==> config.mk <==
export PLATFORM = sky130hd
export DESIGN_NAME = mult_seq_flat
export DESIGN_NICKNAME = d
export VERILOG_FILES = /design/src/rtl/mult_seq_if.sv /design/src/rtl/mult_seq.sv /design/src/flat_wrapper.sv
export SDC_FILE = /design/constraint.sdc
export NUM_CORES = 1
export LEC_CHECK = 0
export ABC_CLOCK_PERIOD_IN_PS = 3800
export CAP_MARGIN = 25
export CORE_ASPECT_RATIO = 1.1
export CORE_MARGIN = 4
export CORE_UTILIZATION = 51
export CTS_CLUSTER_SIZE = 16
export DETAILED_ROUTE_END_ITERATION = 7
export GPL_TIMING_DRIVEN = 1
export PLACE_DENSITY = 0.77
export SYNTH_ARGS = -nofsm -noshare
export SYNTH_HDL_FRONTEND = slang
export SYNTH_SLANG_ARGS = --single-unit
==> constraint.sdc <==
create_clock -name clk_i -period 3.8 [get_ports clk_i]
set_clock_uncertainty 0.2 [all_clocks]
set_input_delay 0.38 -clock clk_i [delete_from_list [all_inputs] [get_ports clk_i]]
set_output_delay 0.38 -clock clk_i [all_outputs]
set_load 0.05 [all_outputs]
==> src/rtl/mult_seq_if.sv <==
// mult_seq_if: start/busy multiply handshake between a requester and the mult_seq responder.
interface mult_seq_if #(parameter int WIDTH = 8);
  logic               start_i;
  logic [WIDTH-1:0]   a_bi;
  logic [WIDTH-1:0]   b_bi;
  logic               busy_o;
  logic               done_o;
  logic [2*WIDTH-1:0] y_bo;
  modport master (output start_i, a_bi, b_bi, input busy_o, done_o, y_bo);
  modport slave  (input start_i, a_bi, b_bi, output busy_o, done_o, y_bo);
endinterface

==> src/rtl/mult_seq.sv <==
// mult_seq: unsigned shift-and-add multiplier, one multiplier bit per clock, LSB first.
module mult_seq #(
  parameter int WIDTH = 8
) (
  input  logic       clk_i,
  input  logic       rst_i,
  mult_seq_if.slave  bus
);
  localparam int CW = $clog2(WIDTH) + 1;
  typedef enum logic {IDLE, WORK} state_t;
  state_t             state;
  logic [WIDTH-1:0]   a_r, b_r;
  logic [2*WIDTH-1:0] acc, acc_nx, y_r;
  logic [CW-1:0]      ctr;
  logic               done_r, b_bit;
  assign b_bit  = |(b_r & (WIDTH'(1) << ctr));
  assign acc_nx = acc + ({{WIDTH{1'b0}}, a_r & {WIDTH{b_bit}}} << ctr);
  always_ff @(posedge clk_i or posedge rst_i)
    if (rst_i) begin
      state  <= IDLE;
      a_r    <= '0;
      b_r    <= '0;
      acc    <= '0;
      ctr    <= '0;
      y_r    <= '0;
      done_r <= 1'b0;
    end else begin
      done_r <= 1'b0;
      if (state == IDLE) begin
        if (bus.start_i) begin
          a_r   <= bus.a_bi;
          b_r   <= bus.b_bi;
          acc   <= '0;
          ctr   <= '0;
          state <= WORK;
        end
      end else begin
        acc <= acc_nx;
        ctr <= ctr + CW'(1);
        if (ctr == CW'(WIDTH - 1)) begin
          y_r    <= acc_nx;
          done_r <= 1'b1;
          state  <= IDLE;
        end
      end
    end
  assign bus.busy_o = (state == WORK);
  assign bus.done_o = done_r;
  assign bus.y_bo   = y_r;
endmodule

==> src/flat_wrapper.sv <==
// flat-port wrapper written by rule: the top's interface ports become plain ports
module mult_seq_flat 
#(
  parameter int WIDTH = 8
)
  (clk_i, rst_i, bus_start_i, bus_a_bi, bus_b_bi, bus_busy_o, bus_done_o, bus_y_bo);
  mult_seq_if #(.WIDTH(WIDTH)) bus_i ();
  input  logic clk_i;
  input  logic rst_i;
  input wire logic [$bits(bus_i.start_i)-1:0] bus_start_i;
  input wire logic [$bits(bus_i.a_bi)-1:0] bus_a_bi;
  input wire logic [$bits(bus_i.b_bi)-1:0] bus_b_bi;
  output wire logic [$bits(bus_i.busy_o)-1:0] bus_busy_o;
  output wire logic [$bits(bus_i.done_o)-1:0] bus_done_o;
  output wire logic [$bits(bus_i.y_bo)-1:0] bus_y_bo;
  assign bus_i.start_i = bus_start_i;
  assign bus_i.a_bi = bus_a_bi;
  assign bus_i.b_bi = bus_b_bi;
  assign bus_busy_o = bus_i.busy_o;
  assign bus_done_o = bus_i.done_o;
  assign bus_y_bo = bus_i.y_bo;
  mult_seq #(.WIDTH(WIDTH)) u_core (.clk_i(clk_i), .rst_i(rst_i), .bus(bus_i));
endmodule
==> impl_results.md, run 1 <==
- Clk slew on worst S/H paths: 0.09 ns
- Via count: 2584
- Syn_nets: 370
- Post-synth ARST share: 100.0%
- Most used DFF post-synth: dfrtp_1
- Peak supply drop: 0.0004535 V
- Detail Route Antenna Nets: 0
- Nets: about 420
- Final Power: 3.922 mW
- Area growth from synthesis to layout: 24.07%
- Final setup viols: 0
- Met2 routed WL: between 3000 and 4000 um
- Sequential cell area fraction in the yosys report: around 42%
- GRT Residual Overflow: 0
- Largest cells by area after synthesis: dfrtp_1 (42%), ha_1 (8.2%), mux2_2 (7.4%)
- CP max FO: 5
- Uppermost layer routed: met4
- DR DRC count: 0
- Initial Utilization: 52.33%
- Reg2reg end: u_core.acc[13]
- Tcrit/Tclk final: about 99%
- Static leakage: roughly 1.8 nW
- Pwr/cell area: 987.2 nW/um^2
- # rows: 30
- Ys Warns: 0
- Number of I/O pins: 37
- TritonCTS buffer count: 5
- DRT met1 WL: 3150 um
- Syn Area/Cell: about 9.7 um^2
- Hold Crit Class: in2async
- Switching share of power: 45.61%
- RSZ-0062 raised after global routing: true
- Chip width: 83.55 um
- Vias/cell: 5.642
- Post-synth top area cell: dfrtp_1
- Combinational power share: 63.5%
- Final critical-path setup slack: between 0.04 and 0.05 ns
- Die Y: around 91 um
- Diodes inserted: 0
- Clock power frac: 9.3%
- Cell area after synthesis: between 3000 and 4000 um^2
- Largest net degree at the start of global routing: 30
- Max H-tree Level: 2
- Layout cells sized above 1: 22.22%
- Status: complete, no violations
- Reg power frac: between 20% and 30%
- Vias in the first global route: between 2000 and 3000
- CTS root buffer: clkbuf_8
- Post-synth EDFFs: 0
- DP Worst Slack: 0.03326 ns
- Starting DRT DRC Count: 188
- GRT Overall Usage: 19.05%
- CTS tree: done
- Core area: approximately 6100 um^2
- Psw: 1.789 mW
- Clk buf depth: 2
- Max-Cap Viols: 0
- Routed wl met3: 251 um
- Router iterations before antenna repair: 4
- Synth top area share: between 40% and 50%
- CP Launch Type: flop
- WP data required: between 3 and 4 ns
- Total clock sinks: between 50 and 60
- Worst skew pair latency: 0.30 ns
- Crit Path Class: reg2reg
- FMAX: about 0.27 GHz
- R2R Path Start: u_core.ctr[1]
- IO buf count: 36
- WP data arrival: 3.76 ns
- CP endpoint kind: flop
- R2r setup slk: slightly above 0.04 ns
- Post-DP HPWL: 5156 um
- Yosys reg bits: 54
- Die ar.: 7611 um^2
- Routed WL: 7157 um
- Reg2reg path depth: 15
- WL/cell: 15.63 um
- Initial antenna violation count: 0
- Worst Max-Slew Pin Slew: 0.6729 ns
- Slew Limit Fails: 0
- Syn Inst Count: 329
- First-pass GRT wire length: 11920 um
- Synth unique cells: 54
- Hold Violations, Final: 0
- Minimum clock period: 3.760 ns
- Rel. slew slack: 54.98%
- Internal power: 2.133 mW
- Final RePlAce weighted congestion: 0.8501
[layer usage]
| layer | vias to the layer above | GRT usage, % |
|---|---|---|
| met2 | 46 | 33.36 |
| met3 | 14 | 4.446 |
| met4 | 0 | 4.960 |
| li1 | 1272 | - |
| met1 | 1252 | 23.64 |
| met5 | - | 0 |
[Yosys cell counts (4+ instances only)]
master,count
a21oi_1,22
a22o_1,5
buf_2,4
clkbuf_1,8
dfrtp_1,54
ha_1,21
inv_1,10
mux2_2,21
mux2i_1,5
nand2_1,42
nand3_1,6
nor2_1,29
nor3_1,5
o21ai_0,18
o21ai_1,5
o31ai_1,5
xnor2_1,8
xor2_1,4
[cells by family (layout without fill, tap and decap cells)]
kind of cell / count (synthesis) / after routing / share of synthesized area [%]
fa+ha+maj: 22 / 22 / 8.832
compound gates: 85 / 85 / 18.29
flops: 54 / 54 / 42.20
buf+inv: 26 / 75 / 3.556
xor+xnor: 12 / 12 / 3.283
simple gates: 104 / 104 / 14.89
mux: 26 / 26 / 8.949
[final cells by class]
type | instances | area (um^2)
clock buffer | 8 | 110.1
fill | 484 | 2146
inverter | 11 | 41.29
multi-input combinational | 249 | 1839
sequential | 54 | 1351
tap | 80 | 100.1
timing repair buffer | 56 | 530.5
[critical path: stages, from the launching register on]
cell      delay [ns]
dfrtp_1         0.45
buf_4           0.16
buf_4           0.15
ha_4            0.17
ha_1            0.17
a222oi_1        0.30
or2_4           0.19
nand2b_4        0.13
nor3_2          0.06
ha_1            0.34
a211oi_2        0.28
o21bai_2        0.11
o211ai_2        0.22
a21oi_2         0.09
or3_4           0.39
a32o_1          0.25
[power groups by stage]
stage | registers (mW) | clock network [mW] | logic, mW
final | 1.07 | 0.364 | 2.49
after global routing | 1.11 | 0.399 | 2.73
after CTS | 1.06 | 0.373 | 2.34
after detailed placement | 1.07 | 0 | 2.33
after global placement | 1.07 | 0 | 2.28
after floorplan | 1.29 | 0 | 1.55
[registers in the layout, summed over array words and instances, names as in the netlist]
signal / cells
u_core.a_r: 8
u_core.acc: 16
u_core.b_r: 8
u_core.bus.busy_o: 1
u_core.bus.done_o: 1
u_core.bus.y_bo: 16
u_core.ctr: 4
[repair_timing]
| item | CTS | global route |
|---|---|---|
| endpoints found under the setup margin | 0 | 18 |
| gates resized for setup | 0 | 25 |
| hold buffers | 0 | 0 |
| buffers inserted | 0 | 7 |
[metrics by stage]
stage          util [%]  hold slack (ns)  instance area [um^2]  cells  setup TNS (ns)
6_report          64.93           0.2348                  3973    458               0
5_1_grt           64.93           0.2837                  3973    458         -0.7473
4_1_cts           62.35           0.2500                  3815    451               0
3_5_place_dp      60.55           0.2617                  3705    443               0
3_3_place_gp      60.22           0.2602                  3685    442               0
2_1_floorplan         -           0.2551                  3223    329               0
[cells in the final DEF, fill, tap and decap left out, types with 17 or more instances in the layout]
| master | instances |
|---|---|
| dfrtp_1 | 54 |
| ha_1 | 17 |
| o21ai_0 | 18 |
| nand2_1 | 42 |
| clkdlybuf4s50_1 | 36 |
| nor2_1 | 27 |
| mux2_2 | 21 |
| a21oi_1 | 20 |
| buf_4 | 18 |
[how the worst max path moves through the flow]
stage,from,end,slack [ns]
floorplan,u_core.ctr[0],u_core.acc[15],0.004
global placement,u_core.ctr[1],u_core.acc[12],0.18
detailed placement,u_core.ctr[0],u_core.acc[13],0.03
CTS,u_core.ctr[0],u_core.acc[13],0.009
global route,u_core.ctr[1],u_core.acc[13],-0.17
finish,u_core.ctr[1],u_core.acc[13],0.04
Note: power is estimated with default switching activity, not from simulation.
==> run 2: changes to the inputs <==
--- a/config.mk
+++ b/config.mk
@@ -13,7 +13,7 @@
 export CTS_CLUSTER_SIZE = 16
 export DETAILED_ROUTE_END_ITERATION = 7
 export GPL_TIMING_DRIVEN = 1
-export PLACE_DENSITY = 0.77
+export PLACE_DENSITY = 0.8
 export SYNTH_ARGS = -nofsm -noshare
 export SYNTH_HDL_FRONTEND = slang
 export SYNTH_SLANG_ARGS = --single-unit
==> impl_results.md, run 2 (synthesis gave the netlist of run 1 again) <==
- Hold Crit Class: in2async
- FMAX: 0.2644 GHz (-0.61%)
- Uppermost layer routed: met4
- Routed WL: 7405 um (+3.5%)
- WP data arrival: 3.79 ns (+0.03 ns)
- Initial antenna violation count: 0 (unchanged)
- Stages on worst setup path: 15 (unchanged)
- Total clock sinks: 54 (unchanged)
- Routed wl met3: 341 um (+36%)
- Met2 routed WL: 3716 um (+2.8%)
- Layout cells sized above 1: 20.69% (-1.5 points)
- CP endpoint kind: flop
- WP data required: 3.80 ns (about the same)
- DP Worst Slack: 0.04733 ns (+0.01407 ns)
- Minimum clock period: 3.783 ns (+0.02313 ns)
- Clock power frac: 7.8% (-1.5 points)
- Placed cell areas: 3712 um^2 (+0.20%)
- Combinational power share: 65.1% (+1.6 points)
- Reg2reg path depth: 15 (unchanged)
- Die ar.: 7611 um^2 (unchanged)
- First-pass GRT wire length: 12300 um (+3.2%)
- WL/cell: 16.20 um (+3.7%)
- Reg2reg end: u_core.bus.y_bo[13]
- Cell area after layout: 3923 um^2 (-1.3%)
- Rel. slew slack: 53.78% (-1.2 points)
- Final Power: 3.884 mW (-0.96%)
- Worst Max-Slew Pin Slew: 0.6907 ns (+0.01783 ns)
- Internal power: 2.083 mW (-2.3%)
- Post-layout util: 64.11% (-0.82 points)
- Hold Violations, Final: 0 (unchanged)
- GRT Overall Usage: 19.54% (+0.49 points)
- Reg power frac: 27.1% (about the same)
- Top delay family on crit path: compound AO/OA/AOI/OAI gates
- Pwr/cell area: 990.1 nW/um^2 (+0.30%)
- CP Launch Type: flop
- Area of the multi-input gates: 1829 um^2 (-0.54%)
- Post-DP HPWL: 5217 um (+1.2%)
- CTS tree: done
- Layout filler cell count: 478 (-1.2%)
- GRT Residual Overflow: 0 (unchanged)
- Tcrit/Tclk final: 99.55% (+0.61 points)
- CP cell instances: inv_2 -> ha_4 -> a222oi_1 -> nand2_1 -> a222oi_1 -> or2_4 -> nand2b_4 -> nor3_4 -> ha_1 -> a211oi_2 -> o21bai_2 -> o211ai_2 -> a21oi_2 -> or3_4 -> a31o_4
- DRT met1 WL: 3250 um (+3.2%)
- CTS root buffer: clkbuf_8
- Chip width: 83.55 um (unchanged)
- TritonCTS buffer count: 5 (unchanged)
- Die Y: 91.10 um (unchanged)
- CP dominant cell by count: a222oi_1
- Via count: 2575 (-0.35%)
- R2r setup slk: 0.02 ns (-0.02 ns)
- Crit Path Class: reg2reg
- Router iterations before antenna repair: 4 (unchanged)
- Starting DRT DRC Count: 167 (-11%)
- # rows: 30 (unchanged)
- Area growth from synthesis to layout: 22.51%
- DR DRC count: 0 (unchanged)
- Detail Route Antenna Nets: 0 (unchanged)
- Most common cell after layout, fill and taps aside: dfrtp_1
- Diodes inserted: 0 (unchanged)
- Worst skew pair latency: 0.30 ns (about the same)
- Nets: 418 (unchanged)
- Clk slew on worst S/H paths: 0.09 ns (about the same)
- Max H-tree Level: 2 (unchanged)
- Sequential cell area: 1353 um^2 (about the same)
- Most frequent cells in the layout: dfrtp_1 (53), nand2_1 (42), clkdlybuf4s50_1 (36)
- Psw: 1.801 mW (+0.69%)
- Largest net degree at the start of global routing: 30 (unchanged)
- Vias/cell: 5.635 (-0.13%)
- Final critical-path setup slack: 0.01718 ns (-0.02313 ns)
- RSZ-0062 raised after global routing: true
- R2R Path Start: u_core.ctr[0]
- Status: complete, no violations
- Number of I/O pins: 37 (unchanged)
- Critical path buffer and inverter count: 1 (-1)
- IO buf count: 36 (unchanged)
- Worst hold slack: 0.2366 ns (+0.001829 ns)
- Peak supply drop: 0.0004470 V (-1.5%)
- Initial Utilization: 52.33% (unchanged)
- Slew Limit Fails: 0 (unchanged)
- Vias in the first global route: 2581 (-0.42%)
- Final setup viols: 0 (unchanged)
- Slowest CP cell: dfrtp_1
- Max-Cap Viols: 0 (unchanged)
- CP max FO: 4 (-1)
- Final RePlAce weighted congestion: 0.8710 (+2.5%)
- Core area: 6118 um^2 (unchanged)
- Clk buf depth: 2 (unchanged)
- Switching share of power: 46.37% (+0.76 points)
- Static leakage: 1.746 nW (-1.1%)
- Critical path's largest stage delay: 0.42 ns (-0.03 ns)
[run 2: changes by cell type in the layout (fill, tap and decap cells not counted), moves of 2 or more]
cell,before,now
clkbuf_8,8,5
o21ai_1,3,6
clkbuf_1,0,2
o21ai_2,4,2
[run 2: power groups by stage]
stage / sequential (mW) / combinational, mW / clock [mW]
floorplan: 1.29 / 1.55 / 0
global placement: 1.05 / 2.30 / 0
finish: 1.05 / 2.53 / 0.304
CTS: 1.05 / 2.38 / 0.311
global route: 1.09 / 2.77 / 0.338
detailed placement: 1.06 / 2.37 / 0
[run 2: repair_timing]
action	in CTS	in global routing
buffers inserted	0	6
endpoints found under the setup margin	0	19
gates resized for setup	0	22
hold buffers	0	0
[run 2: how the worst max path moves through the flow]
| stage | from | to | slack, ns |
|---|---|---|---|
| floorplan | u_core.ctr[0] | u_core.acc[15] | 0.004 |
| global placement | u_core.ctr[0] | u_core.acc[12] | 0.13 |
| detailed placement | u_core.ctr[0] | u_core.bus.y_bo[14] | 0.05 |
| CTS | u_core.ctr[0] | u_core.bus.y_bo[14] | 0.004 |
| global route | u_core.ctr[0] | u_core.acc[13] | -0.13 |
| finish | u_core.ctr[0] | u_core.bus.y_bo[13] | 0.02 |
[run 2: layout make-up]
class | count | share of cell area [%]
Timing Repair Buffer | 56 | 13.33
Inverter | 11 | 1.053
Multi-Input combinational cell | 249 | 46.63
Tap cell | 80 | 2.552
Clock buffer | 7 | 1.946
Sequential cell | 54 | 34.48
[run 2: layer usage]
layer / track usage [%] / up-vias
li1: - / 1263
met1: 25.03 / 1238
met2: 34.29 / 63
met3: 3.721 / 11
met4: 4.424 / 0
met5: 0 / -
[run 2: through the flow]
| step | cells | TNS [ns] |
|---|---|---|
| 2_1_floorplan | 329 | 0 |
| 4_1_cts | 451 | 0 |
| 6_report | 457 | 0 |
| 3_3_place_gp | 443 | 0 |
| 3_5_place_dp | 444 | 0 |
| 5_1_grt | 457 | -0.9103 |
